[config.mk]
export PLATFORM = sky130hd
export DESIGN_NAME = fpu_arbiter_flat
export DESIGN_NICKNAME = d
export VERILOG_FILES = /design/src/rtl/fpu_arbiter_if.sv /design/src/rtl/fpu_arbiter.sv /design/src/flat_wrapper.sv
export SDC_FILE = /design/constraint.sdc
export NUM_CORES = 1
export LEC_CHECK = 0
export CAP_MARGIN = 20
export CORE_ASPECT_RATIO = 0.5
export CORE_MARGIN = 5
export CORE_UTILIZATION = 30
export CTS_CLUSTER_DIAMETER = 50
export DETAILED_ROUTE_END_ITERATION = 7
export PLACE_DENSITY = 0.6
export SLEW_MARGIN = 20
export SYNTH_ARGS = -nofsm -noshare
export SYNTH_HDL_FRONTEND = slang
export SYNTH_SLANG_ARGS = --single-unit
export TNS_END_PERCENT = 30
[constraint.sdc]
create_clock -name clk -period 2.25 [get_ports clk]
set_input_delay 0.45 -clock clk [delete_from_list [all_inputs] [get_ports clk]]
set_output_delay 0.45 -clock clk [all_outputs]
set_load 0.03 [all_outputs]
[src/rtl/fpu_arbiter_if.sv]
// Signal bundle between the FPU arbiter, its two clients and the shared FPU.
// slave is the arbiter's view; master is the surrounding environment's view.
interface fpu_arbiter_if;
  logic        req0, req1;
  logic [31:0] a0, b0, a1, b1;
  logic [1:0]  op0, op1;
  logic        gnt0, gnt1;
  logic [31:0] r0, r1;
  logic        done0, done1;
  logic        err0, err1;
  logic        busy;
  logic [31:0] fpu_A, fpu_B;
  logic [1:0]  fpu_op;
  logic        fpu_start;
  logic [31:0] fpu_R;
  logic        fpu_done;

  modport slave (
    input  req0, req1, a0, b0, a1, b1, op0, op1, fpu_R, fpu_done,
    output gnt0, gnt1, r0, r1, done0, done1, err0, err1, busy,
           fpu_A, fpu_B, fpu_op, fpu_start
  );

  modport master (
    output req0, req1, a0, b0, a1, b1, op0, op1, fpu_R, fpu_done,
    input  gnt0, gnt1, r0, r1, done0, done1, err0, err1, busy,
           fpu_A, fpu_B, fpu_op, fpu_start
  );
endinterface

[src/rtl/fpu_arbiter.sv]
// Round-robin arbiter sharing one FPU between two clients; waits for the FPU
// done edge with a cycle timeout and returns the result to the owning client.
module fpu_arbiter #(
  parameter int TIMEOUT = 2000,
  parameter int CW      = 11
) (
  input logic          clk,
  input logic          reset,
  fpu_arbiter_if.slave bus
);
  localparam logic [31:0]   QNAN     = 32'h7FC0_0000;
  localparam logic [CW-1:0] CNT_LAST = CW'(TIMEOUT - 1);

  typedef enum logic [1:0] {IDLE, ISSUE, WAIT, RESP} state_t;

  state_t        state, state_nxt;
  logic          owner, owner_nxt;
  logic          last, last_nxt;
  logic          done_d;
  logic          done_rise;
  logic          sel;
  logic [CW-1:0] cnt, cnt_nxt;
  logic [31:0]   fa, fa_nxt, fb, fb_nxt;
  logic [1:0]    fop, fop_nxt;
  logic [31:0]   r0, r0_nxt, r1, r1_nxt;
  logic [1:0]    gnt, gnt_nxt;
  logic [1:0]    done, done_nxt;
  logic [1:0]    err, err_nxt;
  logic          start, start_nxt;
  logic          busy, busy_nxt;

  assign done_rise = bus.fpu_done & ~done_d;

  always_comb begin
    state_nxt = state;
    owner_nxt = owner;
    last_nxt  = last;
    cnt_nxt   = cnt;
    fa_nxt    = fa;
    fb_nxt    = fb;
    fop_nxt   = fop;
    r0_nxt    = r0;
    r1_nxt    = r1;
    gnt_nxt   = gnt;
    done_nxt  = 2'b00;
    err_nxt   = 2'b00;
    start_nxt = 1'b0;
    sel       = 1'b0;

    case (state)
      IDLE: begin
        if (bus.req0 || bus.req1) begin
          // On a tie the client that was not served last wins.
          sel       = (bus.req0 && bus.req1) ? ~last : bus.req1;
          owner_nxt = sel;
          fa_nxt    = sel ? bus.a1  : bus.a0;
          fb_nxt    = sel ? bus.b1  : bus.b0;
          fop_nxt   = sel ? bus.op1 : bus.op0;
          gnt_nxt   = sel ? 2'b10 : 2'b01;
          start_nxt = 1'b1;
          state_nxt = ISSUE;
        end
      end
      ISSUE: begin
        cnt_nxt   = '0;
        state_nxt = WAIT;
      end
      WAIT: begin
        if (done_rise) begin
          if (owner) r1_nxt = bus.fpu_R;
          else       r0_nxt = bus.fpu_R;
          done_nxt  = owner ? 2'b10 : 2'b01;
          state_nxt = RESP;
        end else if (cnt == CNT_LAST) begin
          if (owner) r1_nxt = QNAN;
          else       r0_nxt = QNAN;
          done_nxt  = owner ? 2'b10 : 2'b01;
          err_nxt   = owner ? 2'b10 : 2'b01;
          state_nxt = RESP;
        end else begin
          cnt_nxt = cnt + CW'(1);
        end
      end
      RESP: begin
        last_nxt  = owner;
        gnt_nxt   = 2'b00;
        state_nxt = IDLE;
      end
      default: state_nxt = IDLE;
    endcase

    busy_nxt = (state_nxt != IDLE);
  end

  always_ff @(posedge clk or negedge reset) begin
    if (!reset) begin
      state  <= IDLE;
      owner  <= 1'b0;
      last   <= 1'b1;
      cnt    <= '0;
      done_d <= 1'b0;
      fa     <= '0;
      fb     <= '0;
      fop    <= '0;
      r0     <= '0;
      r1     <= '0;
      gnt    <= '0;
      done   <= '0;
      err    <= '0;
      start  <= 1'b0;
      busy   <= 1'b0;
    end else begin
      state  <= state_nxt;
      owner  <= owner_nxt;
      last   <= last_nxt;
      cnt    <= cnt_nxt;
      done_d <= bus.fpu_done;
      fa     <= fa_nxt;
      fb     <= fb_nxt;
      fop    <= fop_nxt;
      r0     <= r0_nxt;
      r1     <= r1_nxt;
      gnt    <= gnt_nxt;
      done   <= done_nxt;
      err    <= err_nxt;
      start  <= start_nxt;
      busy   <= busy_nxt;
    end
  end

  assign bus.gnt0      = gnt[0];
  assign bus.gnt1      = gnt[1];
  assign bus.done0     = done[0];
  assign bus.done1     = done[1];
  assign bus.err0      = err[0];
  assign bus.err1      = err[1];
  assign bus.r0        = r0;
  assign bus.r1        = r1;
  assign bus.busy      = busy;
  assign bus.fpu_A     = fa;
  assign bus.fpu_B     = fb;
  assign bus.fpu_op    = fop;
  assign bus.fpu_start = start;
endmodule
[src/flat_wrapper.sv]
// flat-port wrapper written by rule: the top's interface ports become plain ports
module fpu_arbiter_flat 
#(
  parameter int TIMEOUT = 2000,
  parameter int CW      = 11
)
  (clk, reset, bus_req0, bus_req1, bus_a0, bus_b0, bus_a1, bus_b1, bus_op0, bus_op1, bus_fpu_R, bus_fpu_done, bus_gnt0, bus_gnt1, bus_r0, bus_r1, bus_done0, bus_done1, bus_err0, bus_err1, bus_busy, bus_fpu_A, bus_fpu_B, bus_fpu_op, bus_fpu_start);
  fpu_arbiter_if bus_i ();
  input logic clk;
  input logic reset;
  input wire logic [$bits(bus_i.req0)-1:0] bus_req0;
  input wire logic [$bits(bus_i.req1)-1:0] bus_req1;
  input wire logic [$bits(bus_i.a0)-1:0] bus_a0;
  input wire logic [$bits(bus_i.b0)-1:0] bus_b0;
  input wire logic [$bits(bus_i.a1)-1:0] bus_a1;
  input wire logic [$bits(bus_i.b1)-1:0] bus_b1;
  input wire logic [$bits(bus_i.op0)-1:0] bus_op0;
  input wire logic [$bits(bus_i.op1)-1:0] bus_op1;
  input wire logic [$bits(bus_i.fpu_R)-1:0] bus_fpu_R;
  input wire logic [$bits(bus_i.fpu_done)-1:0] bus_fpu_done;
  output wire logic [$bits(bus_i.gnt0)-1:0] bus_gnt0;
  output wire logic [$bits(bus_i.gnt1)-1:0] bus_gnt1;
  output wire logic [$bits(bus_i.r0)-1:0] bus_r0;
  output wire logic [$bits(bus_i.r1)-1:0] bus_r1;
  output wire logic [$bits(bus_i.done0)-1:0] bus_done0;
  output wire logic [$bits(bus_i.done1)-1:0] bus_done1;
  output wire logic [$bits(bus_i.err0)-1:0] bus_err0;
  output wire logic [$bits(bus_i.err1)-1:0] bus_err1;
  output wire logic [$bits(bus_i.busy)-1:0] bus_busy;
  output wire logic [$bits(bus_i.fpu_A)-1:0] bus_fpu_A;
  output wire logic [$bits(bus_i.fpu_B)-1:0] bus_fpu_B;
  output wire logic [$bits(bus_i.fpu_op)-1:0] bus_fpu_op;
  output wire logic [$bits(bus_i.fpu_start)-1:0] bus_fpu_start;
  assign bus_i.req0 = bus_req0;
  assign bus_i.req1 = bus_req1;
  assign bus_i.a0 = bus_a0;
  assign bus_i.b0 = bus_b0;
  assign bus_i.a1 = bus_a1;
  assign bus_i.b1 = bus_b1;
  assign bus_i.op0 = bus_op0;
  assign bus_i.op1 = bus_op1;
  assign bus_i.fpu_R = bus_fpu_R;
  assign bus_i.fpu_done = bus_fpu_done;
  assign bus_gnt0 = bus_i.gnt0;
  assign bus_gnt1 = bus_i.gnt1;
  assign bus_r0 = bus_i.r0;
  assign bus_r1 = bus_i.r1;
  assign bus_done0 = bus_i.done0;
  assign bus_done1 = bus_i.done1;
  assign bus_err0 = bus_i.err0;
  assign bus_err1 = bus_i.err1;
  assign bus_busy = bus_i.busy;
  assign bus_fpu_A = bus_i.fpu_A;
  assign bus_fpu_B = bus_i.fpu_B;
  assign bus_fpu_op = bus_i.fpu_op;
  assign bus_fpu_start = bus_i.fpu_start;
  fpu_arbiter #(.TIMEOUT(TIMEOUT), .CW(CW)) u_core (.clk(clk), .reset(reset), .bus(bus_i));
endmodule
==> flow_metrics.py <==
metrics = {
    "pwr": {
        "leakage_uw": 0.00452,
        "power.density_mw_per_mm2": 1490,
        "finalPower_uw": 15800,
        "vdd.ir_drop.worst_v": 0.000523,
    },
    "final_layout": {
        "mostFrequentLayoutCells": "305 x clkdlybuf4s50_1, 153 x dfrtp_1, 95 x o21ai_0",
        "drive_above_1_share_pct": 8.15,
        "nets": 1093,
        "layout_commonest_cell": "clkdlybuf4s50_1",
        "stdcell_count": 1206,
        "area_delta_synth_final_pct": 65.8,
        "nFillCells": 1872,
        "final_area_sq_mm": 0.0106,
        "antennaDiodeCount": 0,
    },
    "timing": {
        "skew_ns": 0.0119,
        "fin_hold_ws_ns": 0.477,
        "rsz0062_at_grt": "false",
        "slew_violations": 0,
        "worst_pin_slew_ns": 0.691,
        "setup_viol": 0,
        "period_share_pct": 91.7,
        "clock.fmax_ghz": 0.484,
        "hold_viol_final": 0,
        "slew_headroom_pct": 53.8,
        "layout_min_cycle_time_ns": 2.06,
    },
    "clock_network": {
        "clkTransAtPathRegs_ns": 0.06,
        "clock_sinks": 154,
        "htreeDepth": 4,
        "cts_tree": "yes",
        "clkLatencyLatePin_ns": 0.42,
        "cts_root_buffer": "clkbuf_16",
        "cts_buffers": 17,
        "clockBufferDepth": 2,
        "cts_setup_buffers": 0,
    },
    "critical_path": {
        "worstPathRequired_ns": 2.55,
        "arrival_ns": 2.36,
        "cp_max_fo": 23,
        "startpoint_type": "flop",
        "setup.worst_path.end_class": "flop",
        "r2r_cells": 5,
        "path_class": "reg -> reg",
    },
    "global_route": {
        "first_global_vias": 6249,
        "grt_pass1_wl_um": 33600,
        "grt_overflow_total": 0,
        "track_usage_pct": 16.9,
        "grt_max_degree": 47,
        "antenna_found_initial": 0,
    },
    "drt": {
        "first_pass_iters": 4,
        "drcViolationCount": 0,
        "drt_wl_total_um": 20900,
        "antenna_left": 0,
        "vias_per_cell": 4.84,
        "drtIter0Drc": 439,
        "wl_per_cell_um": 17.3,
        "num_vias": 5841,
    },
    "synth": {
        "ys_ff_latch": 154,
        "ys_types": 42,
        "synth_ff_type": "dfrtp_1",
        "synth_edf_count": 0,
        "synth_cells": 607,
        "syn_nets": 780,
        "ys_async_sr_fraction_pct": 100,
        "syn_avg_cell_area_sq_um": 10.6,
        "yosys_warnings": 0,
        "syn_area_sq_mm": 0.00641,
        "ys_seq_area_share_pct": 60.2,
    },
    "floorplanning": {
        "ioPinCount": 307,
        "die_area_sq_mm": 0.0246,
        "core_area_sq_mm": 0.0208,
        "die_h_um": 113,
        "start_util_pct": 30.8,
        "num_rows": 37,
        "die_w_um": 217,
    },
    "worst_hold_path": {
        "hold_path.class": "reg -> reg",
        "worstHoldPathCells": 2,
    },
    "placement": {
        "dp.cells": 1173,
        "gp_congestion": 0.814,
        "dpl_cell_area_sq_mm": 0.00997,
        "hpwl_um": 15900,
        "port_buffers": 306,
    },
    "run_status": {
        "outcome": "finished clean",
    },
    "run": {
        "maxCapViolations": 0,
    },
}
==> worst max-delay path, cell delays in order, from the launching register on <==
cell and delay, ns:
dfrtp_1 0.38, nand4b_1 0.25, o41ai_4 0.69, nand3_4 0.13, buf_4 0.25, a22o_1 0.25
==> path summary, 6_finish.rpt <==
path | startpoint | endpoint | slack, ns
setup / recovery | u_core.cnt[5] | u_core.bus.r1[14] | 0.19
max in group asynchronous | reset | u_core.bus.r0[28] | 1.05
hold / removal | u_core.bus.fpu_B[11] | u_core.bus.fpu_B[11] | 0.48
min in group asynchronous | reset | u_core.bus.r1[18] | 0.53
hold reg to reg | u_core.bus.fpu_B[11] | u_core.bus.fpu_B[11] | 0.48
setup reg to reg | u_core.cnt[5] | u_core.bus.r1[14] | 0.19
==> synth_stat cells (2+ instances only) <==
library cell  number  area share, %
nor3_1             4           0.31
mux2i_1            2           0.31
nor2_1            11           0.64
a22oi_1           65            7.6
buf_2              8           0.62
clkbuf_1          31            1.8
dfrtp_1          153             60
a22o_1            28            3.8
inv_1             34            2.0
o21ai_0           95            7.4
buf_1              4           0.23
nand4_1            2           0.20
buf_6              2           0.35
o221ai_1           3           0.41
nand2_1           81            4.7
o22a_1            18            2.5
o211ai_1           3           0.35
a31oi_1            2           0.20
and2_1             2           0.20
or4_1              3           0.35
ha_1               4           0.78
nand3_1           32            2.5
==> flip-flops by register name, summed over array words and instances, names as in the netlist, 2 cells and up <==
| register | count |
|---|---|
| u_core.gnt | 2 |
| u_core.state | 2 |
| u_core.bus.r0 | 32 |
| u_core.bus.fpu_op | 2 |
| u_core.err | 2 |
| u_core.done | 2 |
| u_core.bus.fpu_B | 32 |
| u_core.bus.fpu_A | 32 |
| u_core.bus.r1 | 32 |
| u_core.cnt | 11 |
==> final cells by class <==
class	instances	area (sq um)	share of cell area (%)
clock inverter	12	186	1.75
inverter	35	131	1.24
clock buffer	20	447	4.20
sequential	154	3850	36.3
timing repair buffer	340	3400	32.0
tap	273	342	3.22
multi-input combinational	372	2270	21.3
==> where the power goes <==
group | leakage (uW) | total [uW] | switching [uW] | internal, uW
sequential | 0.00190 | 4750 | 710 | 4040
clock | 0.000304 | 3080 | 1180 | 1910
combinational | 0.00232 | 8010 | 4680 | 3330
total | 0.00452 | 15800 | 6570 | 9280
==> logic make-up after synthesis <==
kind of cell,after synthesis,synth area share [%]
AO/OA/AOI/OAI,221,23.2
buffers and inverters,81,5.19
flip-flops,154,60.2
AND/OR/NAND/NOR,144,10.2
multiplexers,3,0.488
adder cells (fa/ha/maj),4,0.781
==> metal layers <==
layer	track usage, %	up-vias	routed length [um]
met2	29.1	168	10500
li1	-	2810	-
met1	21.2	2840	8880
met5	0	-	0
met3	4.46	23	1190
met4	4.57	0	311
==> repair_timing <==
item,4_1_cts,5_1_grt
hold buffers,1,0
resized for setup,1,0
hold endpoints to repair,42,0
endpoints found under the setup margin,55,0
==> metrics by stage <==
step | utilization [%] | TNS (ns) | worst slack, ns
after floorplan | - | 0 | 0.464
after global placement | 48.0 | -0.309 | -0.0149
after global routing | 51.1 | 0 | 0.0457
after CTS | 51.1 | 0 | 0.161
after detailed placement | 48.0 | -1.73 | -0.0706
final | 51.1 | 0 | 0.186
Note: power is estimated with default switching activity, not from simulation.
